## config.mk

```make
export PLATFORM = sky130hd
export DESIGN_NAME = uart_cmd_assembler
export DESIGN_NICKNAME = d
export VERILOG_FILES = /design/src/rtl/uart_cmd_assembler.sv
export SDC_FILE = /design/constraint.sdc
export NUM_CORES = 1
export LEC_CHECK = 0
export ABC_CLOCK_PERIOD_IN_PS = 1700
export CORE_MARGIN = 10
export CORE_UTILIZATION = 40
export CTS_BUF_LIST = sky130_fd_sc_hd__clkbuf_4 sky130_fd_sc_hd__clkbuf_8 sky130_fd_sc_hd__clkbuf_16
export DETAILED_ROUTE_END_ITERATION = 16
export GPL_TIMING_DRIVEN = 0
export PLACE_DENSITY_LB_ADDON = 0.3
export SLEW_MARGIN = 20
export SYNTH_ARGS = -nofsm -noshare
export SYNTH_HDL_FRONTEND = slang
export SYNTH_SLANG_ARGS = --single-unit
```

## constraint.sdc

```tcl
create_clock -name clk -period 1.7 [get_ports clk]
set_input_delay 0.17 -clock clk [delete_from_list [all_inputs] [get_ports clk]]
set_output_delay 0.17 -clock clk [all_outputs]
set_load 0.02 [all_outputs]
```

## src/rtl/uart_cmd_assembler.sv

```systemverilog
// Assembles two UART bytes (high first) into a 16-bit command with an inter-byte timeout,
// and returns one response byte per request. Optional macro OVERRUN_DETECT_EN adds a sticky overrun flag.
module uart_cmd_assembler #(
  parameter int TIMEOUT_CYC = 100000
) (
  input  logic        clk,
  input  logic        rst,
  input  logic [7:0]  rx_data,
  input  logic        rx_rdy,
  output logic        clr_rx_rdy,
  output logic [15:0] cmd,
  output logic        cmd_rdy,
  input  logic        clr_cmd_rdy,
  output logic        frame_err,
  input  logic [7:0]  resp,
  input  logic        send_resp,
  output logic [7:0]  tx_data,
  output logic        trmt,
  input  logic        tx_done,
`ifdef OVERRUN_DETECT_EN
  output logic        overrun,
`endif
  output logic        resp_sent
);

  localparam int CW = $clog2(TIMEOUT_CYC);
  localparam logic [CW-1:0] LIMIT = CW'(TIMEOUT_CYC - 1);

  typedef enum logic {IDLE, WAIT_LOW} rx_state_t;
  typedef enum logic {TX_IDLE, TX_BUSY} tx_state_t;

  rx_state_t rx_st, rx_nxt;
  tx_state_t tx_st, tx_nxt;

  logic [CW-1:0] cnt;
  logic [7:0]    high_byte;
  logic          take_hi;
  logic          take_lo;

  // rx path: a byte arriving on the timeout cycle is accepted rather than dropped
  always_comb begin
    rx_nxt     = rx_st;
    clr_rx_rdy = 1'b0;
    frame_err  = 1'b0;
    take_hi    = 1'b0;
    take_lo    = 1'b0;
    if (!rst) begin
      case (rx_st)
        IDLE: begin
          if (rx_rdy) begin
            clr_rx_rdy = 1'b1;
            take_hi    = 1'b1;
            rx_nxt     = WAIT_LOW;
          end
        end
        WAIT_LOW: begin
          if (rx_rdy) begin
            clr_rx_rdy = 1'b1;
            take_lo    = 1'b1;
            rx_nxt     = IDLE;
          end else if (cnt == LIMIT) begin
            frame_err = 1'b1;
            rx_nxt    = IDLE;
          end
        end
        default: rx_nxt = IDLE;
      endcase
    end
  end

  always_ff @(posedge clk) begin
    if (rst) begin
      rx_st     <= IDLE;
      cnt       <= '0;
      high_byte <= 8'h00;
      cmd       <= 16'h0000;
      cmd_rdy   <= 1'b0;
    end else begin
      rx_st <= rx_nxt;
      if (take_hi) begin
        high_byte <= rx_data;
        cnt       <= '0;
      end else if (frame_err) begin
        high_byte <= 8'h00;
        cnt       <= '0;
      end else if (rx_st == WAIT_LOW && !take_lo) begin
        cnt <= cnt + 1'b1;
      end
      if (take_lo) begin
        cmd     <= {high_byte, rx_data};
        cmd_rdy <= 1'b1;
      end else if (take_hi || clr_cmd_rdy) begin
        cmd_rdy <= 1'b0;
      end
    end
  end

`ifdef OVERRUN_DETECT_EN
  // cmd_rdy drops on every high byte, so remember whether the previous command
  // was still unconsumed when this frame started.
  logic stale;

  always_ff @(posedge clk) begin
    if (rst) begin
      stale   <= 1'b0;
      overrun <= 1'b0;
    end else begin
      if (take_hi)
        stale <= cmd_rdy && !clr_cmd_rdy;
      else if (clr_cmd_rdy)
        stale <= 1'b0;
      if (take_lo && stale && !clr_cmd_rdy)
        overrun <= 1'b1;
    end
  end
`endif

  always_comb begin
    tx_nxt = tx_st;
    trmt   = 1'b0;
    if (!rst) begin
      case (tx_st)
        TX_IDLE: begin
          if (send_resp) begin
            trmt   = 1'b1;
            tx_nxt = TX_BUSY;
          end
        end
        TX_BUSY: begin
          if (tx_done) tx_nxt = TX_IDLE;
        end
        default: tx_nxt = TX_IDLE;
      endcase
    end
  end

  always_ff @(posedge clk) begin
    if (rst) begin
      tx_st     <= TX_IDLE;
      tx_data   <= 8'h00;
      resp_sent <= 1'b0;
    end else begin
      tx_st <= tx_nxt;
      if (trmt) begin
        tx_data   <= resp;
        resp_sent <= 1'b0;
      end else if (tx_st == TX_BUSY && tx_done) begin
        resp_sent <= 1'b1;
      end
    end
  end

endmodule

```

==> key figures, run 1 <==
Place
  • IO Port Bufs: 50
  • Placement Setup Slack: -0.529 ns
  • DP HPWL: 3830 um
  • Routability cong.: around 0.8
  • Dpl cells: roughly 370

GRT
  • Most used routing layer in global routing: met2
  • GR Overflow Total: 0
  • Grt met3 use: 3.52%
  • GRT met1 Usage: 16.2%
  • Gr usage total: 12.8%
  • Vias in the first global route: 1907
  • First-pass GRT wire length: 9070 um
  • Pin count of the biggest net entering global routing: 18
  • Met2 usage: 19.9%
  • Initial antenna violation count: 0

Synthesis
  • Synthesized flop and latch total: 53
  • Simple-gate portion of the synthesized area: 32.7%
  • Largest family of logic cells by synthesized area: simple AND/OR/NAND/NOR gates
  • Post-Synthesis Cells: 246
  • Sequential share of the synthesized area: 48.3%
  • YS warnings: 0
  • Syn avg cell area: 8.92 um2
  • Post-Synth Adder-Cell Area: less than 1%
  • XOR/XNOR Fraction of Synth Area: ~2.8%
  • Post-synthesis cell type count: 42
  • Mux cell area share after synthesis: 0%
  • Mapped cell area: approximately 2200 um2
  • Compound-Gate Fraction of Synth Area: between 10% and 20%
  • Syn nets: 269

Timing
  • Setup-failing EPs final: 1
  • Clock skew: 0.00562 ns
  • Tmin final: 1.73 ns
  • F_max: 577 MHz
  • RSZ-0062 raised after global routing: true
  • Hold WS: between 0.4 and 0.5 ns
  • Slew @ Worst Pin: 0.401 ns
  • Slew margin rel.: 73.3%
  • Slew Viols, Final: 0
  • TNS Setup: -0.0322 ns
  • Final worst slack: -0.0322 ns
  • Crit share post-route: 102%
  • Fin. Hold Viols: 0

Clock network
  • Clock sinks: between 50 and 60
  • Clock Latency Late Sink: roughly 0.31 ns
  • Clk pin slew, worst setup/hold paths: 0.10 ns
  • Total CTS buffers: 5
  • H-tree Lvls: 2
  • CTS tree: built
  • Root Driver: clkbuf_8
  • Clock buffer depth: 2
  • Post-cts hold buffer count: 0

Die
  • Die height: 94.1 um
  • Die X-Extent: 94.1 um
  • Core outline area: 5200 um2
  • Rows: 26
  • Full die area: 8850 um2
  • I/O pins: 51
  • Initial Utilization: a little over two fifths

Hold path
  • Hold/Removal Path Class: in -> reg

Drt
  • Vias per inst: around 5.0
  • DR vias: roughly 1.9k
  • DR pass1 iterations: 4
  • Starting DRT DRC Count: 76
  • Residual DRC: 0
  • Remaining antenna violation count: 0
  • Average wire per standard cell: 14.7 um
  • Final wirelength: approximately 5600 um

Critical path
  • Worst path top cell family by delay: simple AND/OR/NAND/NOR gates
  • Worst-path cell chain: ha_4, nand4_4, nand4b_1, nor3_2, buf_4
  • CP max-delay cell: dfxtp_2
  • Critical Path Max Stage Delay: 0.38 ns
  • R2R setup slack: 0.02 ns
  • Worst Setup Start Kind: flop
  • Crit end category: output port
  • WP data required: between 1.5 and 2 ns
  • CP Max Fanout: 3
  • Arr. time, crit path: 1.56 ns
  • Kind of critical path: reg -> out
  • Bufs and invs on worst path: 1

Final layout
  • Finished Layout Cells: 380
  • Commonest non-fill, non-tap cell in the layout: nand2_1
  • Number of antenna diodes: 0
  • Layout cells sized above 1: 16.5%
  • Fin nets: 332
  • Most frequent cells in the layout: nand2_1, dfxtp_1, clkdlybuf4s50_1
  • Area grow syn2layout: 37.7%

Power
  • Leakage Power: between 1 and 1.5 nW
  • PwrDens: between 700 and 800 nW/um2
  • Tot Pwr: 2.33 mW
  • Max VDD drop: 422 uV

Outcome
  • Failing checks: negative setup slack
  • Outcome: finished, violations left

Run
  • Max-cap violations: 0
-- Yosys cell counts, drive strengths merged --
cell / number / area, um2
nand2: 55 / 214
dfxtp: 53 / 1060
a21oi: 20 / 104
nand3b: 16 / 120
nor2: 13 / 48.8
a22o: 8 / 70.1
nand4: 8 / 77.6
clkbuf: 7 / 27.5
xor2: 7 / 61.3
buf: 6 / 40.0
nand3: 5 / 25.0
o21ai: 5 / 28.8
o31ai: 5 / 37.5
or4: 5 / 41.3
and2: 4 / 25.0
nor2b: 4 / 25.0
or3: 4 / 25.0
and3: 3 / 18.8
inv: 3 / 11.3
nand2b: 3 / 21.3
a211oi: 1 / 7.51
a22oi: 1 / 7.51
and4: 1 / 11.3
and4bb: 1 / 12.5
ha: 1 / 12.5
nand4b: 1 / 8.76
nor3: 1 / 5.00
nor3b: 1 / 7.51
nor4b: 1 / 15.0
nor4bb: 1 / 10.0
o21a: 1 / 7.51
or2: 1 / 6.26
-- final cells by class --
cell class	count	area, um2
Multi-Input combinational cell	177	1140
Clock inverter	3	21.3
Fill cell	477	2180
Clock buffer	5	68.8
Buffer	11	65.1
Timing Repair Buffer	58	567
Sequential cell	53	1060
Tap cell	70	87.6
Inverter	3	11.3
-- where the power goes --
| part | internal [mW] | leakage [nW] | switching, mW |
|---|---|---|---|
| sequential | 1.28 | 0.432 | 0.0224 |
| combinational | 0.150 | 0.682 | 0.152 |
| clock | 0.293 | 0.0445 | 0.434 |
-- worst min-delay path: cells and delay by family --
family          cells  cell delay (ns)
simple gates        1             0.05
compound gates      1             0.05
buf+inv             1             0.39
-- metal layers --
metal / part of all wire (%) / up-vias / wire [um]
li1: - / 985 / -
met1: 48 / 859 / 2680
met2: 45 / 43 / 2490
met3: 6.0 / 8 / 332
met4: 1.3 / 0 / 71
met5: 0 / - / 0
-- metrics by stage --
step / utilization, % / cell area [um2]
floorplan: - / 2190
global placement: 53.5 / 2780
detailed placement: 53.5 / 2780
CTS: 57.1 / 2970
global route: 58.1 / 3020
finish: 58.1 / 3020
-- flip-flops by register name (all words and copies together), names as in the netlist --
name,count
tx_st,1
cnt,17
resp_sent,1
high_byte,8
cmd,16
tx_data,8
rx_st,1
cmd_rdy,1
-- kinds of logic (layout without fill, tap and decap cells) --
| group | Yosys count | after routing |
|---|---|---|
| AOI/OAI and AO/OA | 41 | 41 |
| xor gates and xnor gates | 7 | 7 |
| adders and majority gates | 1 | 1 |
| buffers and inverters | 16 | 80 |
| DFF | 53 | 53 |
| and+or+nand+nor | 128 | 128 |
-- worst paths after layout --
kind | from | to | depth (start not counted)
worst max register to register | cnt[1]$_SDFFE_PP0P_ | cnt[3]$_SDFFE_PP0P_ | 7
worst max-delay path | cnt[1]$_SDFFE_PP0P_ | frame_err | 5
worst min register to register | high_byte[5]$_SDFFE_PP0P_ | cmd[13]$_SDFFE_PP0P_ | 2
worst min-delay path | resp[0] | tx_data[0]$_SDFFE_PP0P_ | 3
-- repair_timing --
item | in CTS | in global routing
resized for setup | 22 | 15
pin swaps | 3 | 12
setup endpoints to repair | 28 | 26
gates cloned | 1 | 0
setup buffers | 6 | 1
No activity file was read; power rests on OpenSTA's default activity.
==> run 2, diff against run 1 <==
- CTS_CLUSTER_DIAMETER: default -> 80
==> results of run 2 <==
Final layout, timing and power as in run 1 (identical DEF).
==> run 3, diff against run 2 <==
- ABC_CLOCK_PERIOD_IN_PS: 1700 -> 2000
- PLACE_DENSITY: default -> 0.66
- PLACE_DENSITY_LB_ADDON: 0.3 -> default
- clock period: 1.7 -> 2 ns (I/O delays scaled with it)
==> run 3 against run 2 <==
  * The run now ends clean
  * Critical endpoint unchanged
  * Highest routed layer unchanged
  * Largest cell class unchanged
  * Die area is the same
  * Via count shrank 2.1%
  * Non-clock buffer count shrank 6
  * Total power shrank 16%
  * Combinational power shrank 21%
==> key figures, run 3 (same netlist as run 1, synthesis figures left out) <==
Clock network
  • Total CTS buffers: 5 (unchanged)
  • Clock sinks: 53 (unchanged)
  • Clock buffer depth: 2 (unchanged)
  • Clk pin slew, worst setup/hold paths: 0.10 ns (about the same)
  • H-tree Lvls: 2 (unchanged)
  • Root Driver: clkbuf_8
  • Post-cts hold buffer count: 0 (unchanged)
  • CTS tree: built
  • Clock Latency Late Sink: 0.30 ns (about the same)

Final layout
  • Fin nets: 326 (-1.8%)
  • Top flop regs: cnt x17, cmd x16
  • Area grow syn2layout: 32.4%
  • Number of antenna diodes: 0 (unchanged)
  • Most frequent cells in the layout: nand2_1, dfxtp_1, clkdlybuf4s50_1
  • Max reg flops: 17 (unchanged)
  • Commonest non-fill, non-tap cell in the layout: nand2_1
  • Post-route design area: 2910 um2 (-3.9%)
  • Layout fillers: 500 (+4.8%)
  • Post-layout util: 55.8% (-2.3 points)
  • Most flop-heavy register: cnt
  • Layout cells sized above 1: 10.2% (-6.3 points)

Critical path
  • Kind of critical path: reg -> out
  • Arr. time, crit path: 1.69 ns (+0.13 ns)
  • WP data required: 1.80 ns (+0.27 ns)
  • Worst Setup Start Kind: flop
  • CP Max Fanout: 7 (+4)
  • CP max-delay cell: dfxtp_1
  • Critical Path Max Stage Delay: 0.37 ns (about the same)
  • Worst-path cell chain: ha_2, nand4_4, nand4b_1, nor3_2, buf_4
  • Crit end category: output port

Power
  • Tot Pwr: 1.96 mW (-16%)
  • Max VDD drop: 284 uV (-33%)
  • Leakage Power: 1.12 nW (-3.0%)
  • PwrDens: 674 nW/um2 (-13%)

Timing
  • Fin. Hold Viols: 0 (unchanged)
  • TNS Setup: 0 ns (+0.0322 ns)
  • Tmin final: between 1.5 and 2 ns
  • Slew margin rel.: 69.3% (-3.9 points)
  • Slew @ Worst Pin: 0.460 ns (+0.0587 ns)
  • Clock skew: 0.00626 ns (+0.000637 ns)
  • Setup-failing EPs final: 0 (-1)
  • Crit share post-route: 94.7%
  • Slew Viols, Final: 0 (unchanged)
  • F_max: 528 MHz
  • Final worst slack: 0.106 ns (+0.138 ns)
  • RSZ-0062 raised after global routing: true

Die
  • Die X-Extent: 94.1 um (unchanged)
  • Initial Utilization: 42.2% (unchanged)
  • Die height: 94.1 um (unchanged)
  • I/O pins: 51 (unchanged)
  • Rows: 26 (unchanged)
  • Full die area: 8850 um2 (unchanged)
  • Core outline area: 5200 um2 (unchanged)

Drt
  • DR vias: 1855 (-2.1%)
  • Remaining antenna violation count: 0 (unchanged)
  • Final wirelength: 5250 um (-5.8%)
  • Starting DRT DRC Count: 75 (-1.3%)
  • Highest routing layer actually used: met4
  • Residual DRC: 0 (unchanged)
  • Met2 Routed Length: 2350 um (-5.3%)
  • Vias per inst: 4.96 (-0.54%)
  • DR pass1 iterations: 4 (unchanged)
  • Average wire per standard cell: 14.0 um (-4.3%)
  • Met1 Wirelength: 2560 um (-4.4%)
  • Met3 wire length: 282 um (-15%)

Place
  • IO Port Bufs: 50 (unchanged)
  • Cell Area, Placed: 2780 um2 (unchanged)
  • Routability cong.: 0.750 (-4.0%)
  • Placement Setup Slack: -0.249 ns (+0.280 ns)
  • DP HPWL: 3890 um (+1.6%)

Hold path
  • Hold/Removal Path Class: in -> reg

GRT
  • Gr usage total: 11.9% (-0.88 points)
  • First-pass GRT wire length: 8560 um (-5.6%)
  • Pin count of the biggest net entering global routing: 18 (unchanged)
  • Vias in the first global route: 1743 (-8.6%)
  • GR Overflow Total: 0 (unchanged)
  • Initial antenna violation count: 0 (unchanged)

Outcome
  • Outcome: completed

Run
  • Max-cap violations: 0 (unchanged)
==> run 3: final cells by class <==
class	instances	area, um2	share of cell area (%)
Sequential cell	53	1060	36.6
Buffer	12	65.1	2.24
Clock buffer	5	68.8	2.37
Timing Repair Buffer	51	508	17.5
Tap cell	70	87.6	3.01
Inverter	3	11.3	0.388
Multi-Input combinational cell	177	1080	37.2
Clock inverter	3	21.3	0.732
==> run 3: worst max-delay path: cells and delay by family, from the launching register on <==
| family | cells | cell delay, ns |
|---|---|---|
| buffers and inverters | 1 | 0.17 |
| flip-flops | 1 | 0.37 |
| adder cells (fa/ha/maj) | 1 | 0.23 |
| AND/OR/NAND/NOR | 3 | 0.62 |
==> run 3: through the flow <==
stage	hold slack, ns	cells
6_report	0.436	374
3_3_place_gp	0.427	366
5_1_grt	0.447	374
3_5_place_dp	0.430	366
2_1_floorplan	0.299	246
4_1_cts	0.428	374
==> run 3: power by group <==
part / internal, mW / total, mW / switching [mW]
clock: 0.249 / 0.612 / 0.363
sequential: 1.09 / 1.11 / 0.0178
combinational: 0.117 / 0.237 / 0.120
total: 1.46 / 1.96 / 0.501
==> run 3: layer usage <==
metal,GRT usage [%],vias to the layer above
li1,-,967
met1,15.5,849
met2,18.4,34
met3,3.92,5
met4,3.04,0
met5,0,-
==> run 3: worst paths after layout <==
path	from	to	slack (ns)	depth (start not counted)
setup / recovery	cnt[1]$_SDFFE_PP0P_	frame_err	0.11	5
hold / removal	resp[6]	tx_data[6]$_SDFFE_PP0P_	0.44	3
setup reg to reg	cnt[1]$_SDFFE_PP0P_	high_byte[6]$_SDFFE_PP0P_	0.12	6
hold reg to reg	high_byte[7]$_SDFFE_PP0P_	cmd[15]$_SDFFE_PP0P_	0.45	2
==> run 3: what timing repair did <==
item,in CTS,in global routing
resized for setup,7,7
setup endpoints to repair,2,13
hold endpoints to repair,0,0
setup buffers,1,0
